File: src/rtl/sbn_loader_if.sv
// sbn_loader_if: byte stream input plus instruction/data memory write ports
// of the SBN program loader.
//
// Handshake: a byte on in_data is transferred on a rising clk edge where
// in_valid and in_ready are both 1. The source holds in_data stable while
// in_valid is high and the byte has not yet been taken. in_ready does not
// depend on in_valid.
interface sbn_loader_if #(
    parameter int FWIDTH = 8,
    parameter int DWIDTH = 32,
    parameter int IWIDTH = 4 * FWIDTH
);
    logic [7:0]        in_data;
    logic              in_valid;
    logic              in_ready;
    logic              im_we;
    logic [FWIDTH-1:0] im_addr;
    logic [IWIDTH-1:0] im_wdata;
    logic              dm_we;
    logic [FWIDTH-1:0] dm_addr;
    logic [DWIDTH-1:0] dm_wdata;

    // Stream source side, which also observes the memory write ports.
    modport master (
        output in_data, in_valid,
        input  in_ready, im_we, im_addr, im_wdata, dm_we, dm_addr, dm_wdata
    );

    // Loader side.
    modport slave (
        input  in_data, in_valid,
        output in_ready, im_we, im_addr, im_wdata, dm_we, dm_addr, dm_wdata
    );
endinterface

File: src/rtl/sbn_loader.sv
// sbn_loader: parses CMD/ADDR/CNT/words frames from a byte stream, writes
// instruction and data words into the SBN memories and releases the machine
// (run) on a RUN command. Define SBN_LOADER_CKSUM_EN to require a trailing
// 8-bit modulo-sum checksum byte on every frame.
module sbn_loader #(
    parameter int FWIDTH = 8,
    parameter int DWIDTH = 32,
    parameter int IWIDTH = 4 * FWIDTH
) (
    input  logic       clk,
    input  logic       rst,
    sbn_loader_if.slave bus,
    output logic       run,
    output logic       err,
    output logic [2:0] fsm_state
);
    typedef enum logic [2:0] {
        S_IDLE  = 3'd0,
        S_ADDR  = 3'd1,
        S_CNT   = 3'd2,
        S_DATA  = 3'd3,
        S_WRITE = 3'd4,
`ifdef SBN_LOADER_CKSUM_EN
        S_RUN   = 3'd5,
        S_CKSUM = 3'd6
`else
        S_RUN   = 3'd5
`endif
    } state_t;

    localparam int WMAX = (IWIDTH > DWIDTH) ? IWIDTH : DWIDTH;
    localparam logic [7:0] I_LAST = 8'(IWIDTH / 8 - 1);
    localparam logic [7:0] D_LAST = 8'(DWIDTH / 8 - 1);

    state_t            state, next_state;
    logic              acc;
    logic              err_set;
    logic              is_im;
    logic [FWIDTH-1:0] ptr;
    logic [8:0]        cnt;        // 9 bits so CNT=0 can hold 256
    logic [7:0]        byte_idx;
    logic              last_byte;
    logic [WMAX-1:0]   sh;
    logic [WMAX-1:0]   word_next;
`ifdef SBN_LOADER_CKSUM_EN
    logic [7:0]        sum;
    logic              run_frame;
`endif

    assign acc          = bus.in_valid && bus.in_ready;
    assign bus.in_ready = !rst && (state != S_WRITE);
    assign last_byte    = (byte_idx == (is_im ? I_LAST : D_LAST));
    assign word_next    = (sh << 8) | WMAX'(bus.in_data);
    assign fsm_state    = state;

    // State register.
    always_ff @(posedge clk or posedge rst) begin
        if (rst) state <= S_IDLE;
        else     state <= next_state;
    end

    // Next-state decode and protocol error detection.
    always_comb begin
        next_state = state;
        err_set    = 1'b0;
        case (state)
            S_IDLE: if (acc) begin
                case (bus.in_data)
                    8'h01, 8'h02: next_state = S_ADDR;
`ifdef SBN_LOADER_CKSUM_EN
                    8'h03:        next_state = S_CKSUM;
`else
                    8'h03:        next_state = S_RUN;
`endif
                    default:      err_set = 1'b1;
                endcase
            end
            S_ADDR:  if (acc) next_state = S_CNT;
            S_CNT:   if (acc) next_state = S_DATA;
            S_DATA:  if (acc && last_byte) next_state = S_WRITE;
            S_WRITE: begin
                if (cnt == 9'd1) begin
`ifdef SBN_LOADER_CKSUM_EN
                    next_state = S_CKSUM;
`else
                    next_state = S_IDLE;
`endif
                end else begin
                    next_state = S_DATA;
                end
            end
            S_RUN:   if (acc && bus.in_data == 8'hFF) next_state = S_IDLE;
`ifdef SBN_LOADER_CKSUM_EN
            S_CKSUM: if (acc) begin
                if (bus.in_data != sum) begin
                    err_set    = 1'b1;
                    next_state = S_IDLE;
                end else begin
                    next_state = run_frame ? S_RUN : S_IDLE;
                end
            end
`endif
            default: next_state = S_IDLE;
        endcase
    end

    // Frame datapath: pointer/count, word assembly, write strobes, run/err.
    always_ff @(posedge clk or posedge rst) begin
        if (rst) begin
            is_im    <= 1'b0;
            ptr      <= '0;
            cnt      <= '0;
            byte_idx <= '0;
            sh       <= '0;
            bus.im_we    <= 1'b0;
            bus.im_addr  <= '0;
            bus.im_wdata <= '0;
            bus.dm_we    <= 1'b0;
            bus.dm_addr  <= '0;
            bus.dm_wdata <= '0;
            run      <= 1'b0;
            err      <= 1'b0;
        end else begin
            bus.im_we <= 1'b0;
            bus.dm_we <= 1'b0;
            if (acc) begin
                case (state)
                    S_IDLE: is_im <= (bus.in_data == 8'h01);
                    S_ADDR: ptr <= bus.in_data[FWIDTH-1:0];
                    S_CNT: begin
                        cnt      <= (bus.in_data == 8'h00) ? 9'd256 : {1'b0, bus.in_data};
                        byte_idx <= '0;
                    end
                    S_DATA: begin
                        sh <= word_next;
                        if (last_byte) begin
                            byte_idx <= '0;
                            if (is_im) begin
                                bus.im_we    <= 1'b1;
                                bus.im_addr  <= ptr;
                                bus.im_wdata <= word_next[IWIDTH-1:0];
                            end else begin
                                bus.dm_we    <= 1'b1;
                                bus.dm_addr  <= ptr;
                                bus.dm_wdata <= word_next[DWIDTH-1:0];
                            end
                        end else begin
                            byte_idx <= byte_idx + 8'd1;
                        end
                    end
                    default: ;
                endcase
            end
            if (state == S_WRITE) begin
                ptr <= ptr + 1'b1;     // wraps modulo 2^FWIDTH
                cnt <= cnt - 9'd1;
            end
            run <= (next_state == S_RUN);
            err <= err | err_set;
        end
    end

`ifdef SBN_LOADER_CKSUM_EN
    // Running checksum of the current frame, restarted by each CMD byte.
    always_ff @(posedge clk or posedge rst) begin
        if (rst) begin
            sum       <= '0;
            run_frame <= 1'b0;
        end else if (acc) begin
            if (state == S_IDLE) begin
                sum       <= bus.in_data;
                run_frame <= (bus.in_data == 8'h03);
            end else begin
                sum <= sum + bus.in_data;
            end
        end
    end
`endif
endmodule

File: src/flat_wrapper.sv
// flat-port wrapper written by rule: the top's interface ports become plain ports
module sbn_loader_flat 
#(
    parameter int FWIDTH = 8,
    parameter int DWIDTH = 32,
    parameter int IWIDTH = 4 * FWIDTH
)
  (clk, rst, run, err, fsm_state, bus_in_data, bus_in_valid, bus_in_ready, bus_im_we, bus_im_addr, bus_im_wdata, bus_dm_we, bus_dm_addr, bus_dm_wdata);
  sbn_loader_if #(.FWIDTH(FWIDTH), .DWIDTH(DWIDTH), .IWIDTH(IWIDTH)) bus_i ();
  input  logic clk;
  input  logic rst;
  output logic run;
  output logic err;
  output logic [2:0] fsm_state;
  input wire logic [$bits(bus_i.in_data)-1:0] bus_in_data;
  input wire logic [$bits(bus_i.in_valid)-1:0] bus_in_valid;
  output wire logic [$bits(bus_i.in_ready)-1:0] bus_in_ready;
  output wire logic [$bits(bus_i.im_we)-1:0] bus_im_we;
  output wire logic [$bits(bus_i.im_addr)-1:0] bus_im_addr;
  output wire logic [$bits(bus_i.im_wdata)-1:0] bus_im_wdata;
  output wire logic [$bits(bus_i.dm_we)-1:0] bus_dm_we;
  output wire logic [$bits(bus_i.dm_addr)-1:0] bus_dm_addr;
  output wire logic [$bits(bus_i.dm_wdata)-1:0] bus_dm_wdata;
  assign bus_i.in_data = bus_in_data;
  assign bus_i.in_valid = bus_in_valid;
  assign bus_in_ready = bus_i.in_ready;
  assign bus_im_we = bus_i.im_we;
  assign bus_im_addr = bus_i.im_addr;
  assign bus_im_wdata = bus_i.im_wdata;
  assign bus_dm_we = bus_i.dm_we;
  assign bus_dm_addr = bus_i.dm_addr;
  assign bus_dm_wdata = bus_i.dm_wdata;
  sbn_loader #(.FWIDTH(FWIDTH), .DWIDTH(DWIDTH), .IWIDTH(IWIDTH)) u_core (.clk(clk), .rst(rst), .bus(bus_i), .run(run), .err(err), .fsm_state(fsm_state));
endmodule
File: config.mk
export PLATFORM = sky130hd
export DESIGN_NAME = sbn_loader_flat
export DESIGN_NICKNAME = d
export VERILOG_FILES = /design/src/rtl/sbn_loader_if.sv /design/src/rtl/sbn_loader.sv /design/src/flat_wrapper.sv
export SDC_FILE = /design/constraint.sdc
export NUM_CORES = 1
export LEC_CHECK = 0
export BUFFER_PORTS_ARGS = -buffer_cell sky130_fd_sc_hd__buf_2
export CAP_MARGIN = 20
export CORE_MARGIN = 5
export CORE_UTILIZATION = 28
export DETAILED_ROUTE_END_ITERATION = 16
export PLACE_DENSITY_LB_ADDON = 0.25
export REMOVE_ABC_BUFFERS = 1
export SKIP_LAST_GASP = 1
export SYNTH_ARGS = -nofsm -noshare
export SYNTH_HDL_FRONTEND = slang
export SYNTH_SLANG_ARGS = --single-unit
export TNS_END_PERCENT = 100
File: constraint.sdc
create_clock -name clk -period 12.6 [get_ports clk]
set_input_delay 2.52 -clock clk [delete_from_list [all_inputs] [get_ports clk]]
set_output_delay 2.52 -clock clk [all_outputs]
set_load 0.05 [all_outputs]
==> qor.txt <==
status: finished, final reports clean
Clock Latency Late Sink: 0.41 ns
dominant cell type by area after synthesis: dfrtp_1
CP Data Arrival Time: 3.08 ns
CTS resizes: 0
Synth area leaders: dfrtp_1 59%, mux2_2 13%, nand2_1 5.8%
IO Count: 99
clk buf depth: 2
post-synthesis sequential area ratio: 59.2%
Setup crit end kind: primary output
Worst R2R Path Depth: 4
initial core utilization: 28.5%
crit path cell chain: buf_2 > nor2_1 > buf_2
Mapped Area: 5790 sq um
initial antenna violation count: 0
CORE AREA: 20300 sq um
total chip power: 1020 uW
Nets: 584
startpoint types: input port
CTS hold repair buffers: 0
WP data required: 10.08 ns
Setup TNS: 0 ns
critical path class: input port to primary output
port bufs: 98
leakage: 0.00367 uW
CTS H-tree depth: 4
Cells after Synth: 474
row count: 52
GP Congestion: 0.782
Routed Antenna Nets: 0
Crit path largest cell delay: 0.27 ns
first-pass GRT wire length: 22.9 mm
placed insts: 819
drt pass-1 iters: 5
Avg Cell Area, Syn: 12.2 sq um
GRT Total Usage: 12.1%
max-slew violation count: 0
Post-DP HPWL: 9.26 mm
worst min-delay path class: register to register
Synth Flop Type: dfrtp_1
layout cell share with drive strength beyond 1: 36.4%
Final Non-Filler Cells: 850
DR DRC count: 0
final setup violating endpoints: 0
Die H: 154 microns
pwr/cell area: 144 nW/um^2
Antenna diodes: 0
asr flop ratio synth: 100%
maximum vdd ir drop: 0.0919 mV
largest net degree at the start of global routing: 77
synthesis-to-layout area growth: 22.4%
Clock Sink Count: 137
DRT iter0 DRCs: 170
final worst path period share: 44.5%
worst setup margin: 7.00 ns
via count: 4051
post-DR wirelength/cell: 16.3 microns
Clock Skew: 0.0128 ns
share of the synthesized area in the top cell type: 59.2%
Die Wd: 154 microns
clk root buf: clkbuf_16
Final Hold Fails: 0
Layout Utilization: 34.9%
Synth warnings: 0
highest clock rate: 178 MHz
# Post-CTS Setup Buffers: 0
worst-path fanout max: 7
CTS Buf Count: 17
worst-margin pin slew: 0.729 ns
Die ar.: 23700 sq um
CTS tree: yes
vias in the first global route: 4159
number of flops mapped to enable cells by yosys: 0
gr ovfl total: 0
Hold Path Stages: 1
flops & latches, synth: 137
clk slew on worst S/H paths: 0.06 ns
maxcap violations: 0
drt via density: 4.77
Distinct cells, synth: 52
Most common cell on crit path: buf_2
Max-slew headroom: 51.4%
pre-CTS setup slack: 6.98 ns
unrepaired setup endpoints after global routing: no
Tmin final: 5.60 ns
CP max-delay cell: buf_2
Detailed Route WL: 13.8 mm
cell families (layout without fill, tap and decap cells):
logic type | count (synthesis) | after routing | synth area share, %
muxes | 82 | 82 | 15.9
AOI/OAI and AO/OA | 57 | 57 | 7.15
and+or+nand+nor | 157 | 157 | 13.2
DFF | 137 | 137 | 59.2
adders and majority gates | 4 | 4 | 0.864
xor gates and xnor gates | 2 | 2 | 0.302
buffers and inverters | 35 | 141 | 3.39
through the flow:
step / cell area [sq um] / hold WS (ns)
after floorplan: 5630 / 0.451
after global placement: 6490 / 0.461
after detailed placement: 6490 / 0.461
after CTS: 7060 / 0.478
after global routing: 7090 / 0.506
final: 7090 / 0.471
cells in the final DEF (no fill, tap or decap), types with 2 or more instances in the layout:
cell	Yosys	layout
dfrtp_1	137	137
buf_2	4	98
nand2_1	89	89
mux2_2	65	65
nand3_1	20	20
clkbuf_16	0	17
mux2_1	16	16
nor2_1	14	14
nand4_1	8	8
o21ai_0	8	8
a21oi_1	8	8
o211ai_1	8	8
inv_1	8	7
a31oi_1	7	7
o221a_2	5	5
o311ai_0	4	4
ha_1	4	4
clkinv_2	0	4
buf_4	2	4
nor2b_1	3	3
and3_1	4	3
o21bai_1	3	3
clkbuf_8	0	3
nor3_1	2	2
nor4_1	2	2
a211oi_1	2	2
a311oi_1	2	2
a41oi_1	2	2
a21o_1	2	2
bufinv_16	0	2
clkbuf_1	14	2
registers in the layout (all words and copies together) (netlist names):
register             cells
u_core.bus.dm_wdata     32
u_core.fsm_state         3
u_core.bus.dm_addr       8
u_core.err               1
u_core.sh               24
u_core.bus.im_wdata     32
u_core.ptr               8
u_core.is_im             1
u_core.run               1
u_core.byte_idx          8
u_core.cnt               9
u_core.bus.dm_we         1
u_core.bus.im_we         1
u_core.bus.im_addr       8
synth_stat cells (2+ instances only):
| cell type | n |
|---|---|
| a211oi_1 | 2 |
| a21o_1 | 2 |
| a21oi_1 | 8 |
| a311oi_1 | 2 |
| a31oi_1 | 7 |
| a41oi_1 | 2 |
| and3_1 | 4 |
| buf_2 | 4 |
| buf_4 | 2 |
| buf_6 | 7 |
| clkbuf_1 | 14 |
| dfrtp_1 | 137 |
| ha_1 | 4 |
| inv_1 | 8 |
| mux2_1 | 16 |
| mux2_2 | 65 |
| nand2_1 | 89 |
| nand3_1 | 20 |
| nand4_1 | 8 |
| nor2_1 | 14 |
| nor2b_1 | 3 |
| nor3_1 | 2 |
| nor4_1 | 2 |
| o211ai_1 | 8 |
| o21ai_0 | 8 |
| o21bai_1 | 3 |
| o221a_2 | 5 |
| o311ai_0 | 4 |
layout make-up:
class | count | area (sq um)
timing repair buffer | 103 | 548
clock buffer | 22 | 474
fill | 2050 | 13200
inverter | 8 | 35.0
tap | 270 | 338
sequential | 137 | 3430
clock inverter | 8 | 96.3
multi-input combinational | 302 | 2170
layer usage:
layer	part of all wire [%]	wire [microns]	GRT usage (%)	vias to the layer above
met1	46	6360	15.9	2066
met5	0	0	0	-
li1	-	-	-	1868
met3	4.2	577	3.85	14
met4	1.3	182	3.99	0
met2	49	6720	19.1	103
where the power goes:
part / total [uW] / leakage [uW] / internal (uW) / switching (uW)
sequential: 484 / 0.00181 / 460 / 23.9
clock: 482 / 0.000282 / 304 / 178
combinational: 54.8 / 0.00158 / 18.8 / 36.1
critical path, delay by kind of cell:
kind,cells,cell delay [ns]
buffers and inverters,2,0.43
AND/OR/NAND/NOR,1,0.13
path summary, 6_finish.rpt:
kind	startpoint	end	slack [ns]
worst max-delay path	rst	bus_in_ready	7.00
worst min-delay path	u_core.err	u_core.err	0.47
worst max register to register	u_core.fsm_state[2]	u_core.bus.im_addr[6]	9.49
worst min register to register	u_core.err	u_core.err	0.47
max in group asynchronous	rst	u_core.sh[23]	9.35
min in group asynchronous	rst	u_core.bus.dm_addr[4]	2.24
No activity file was read; power rests on OpenSTA's default activity.
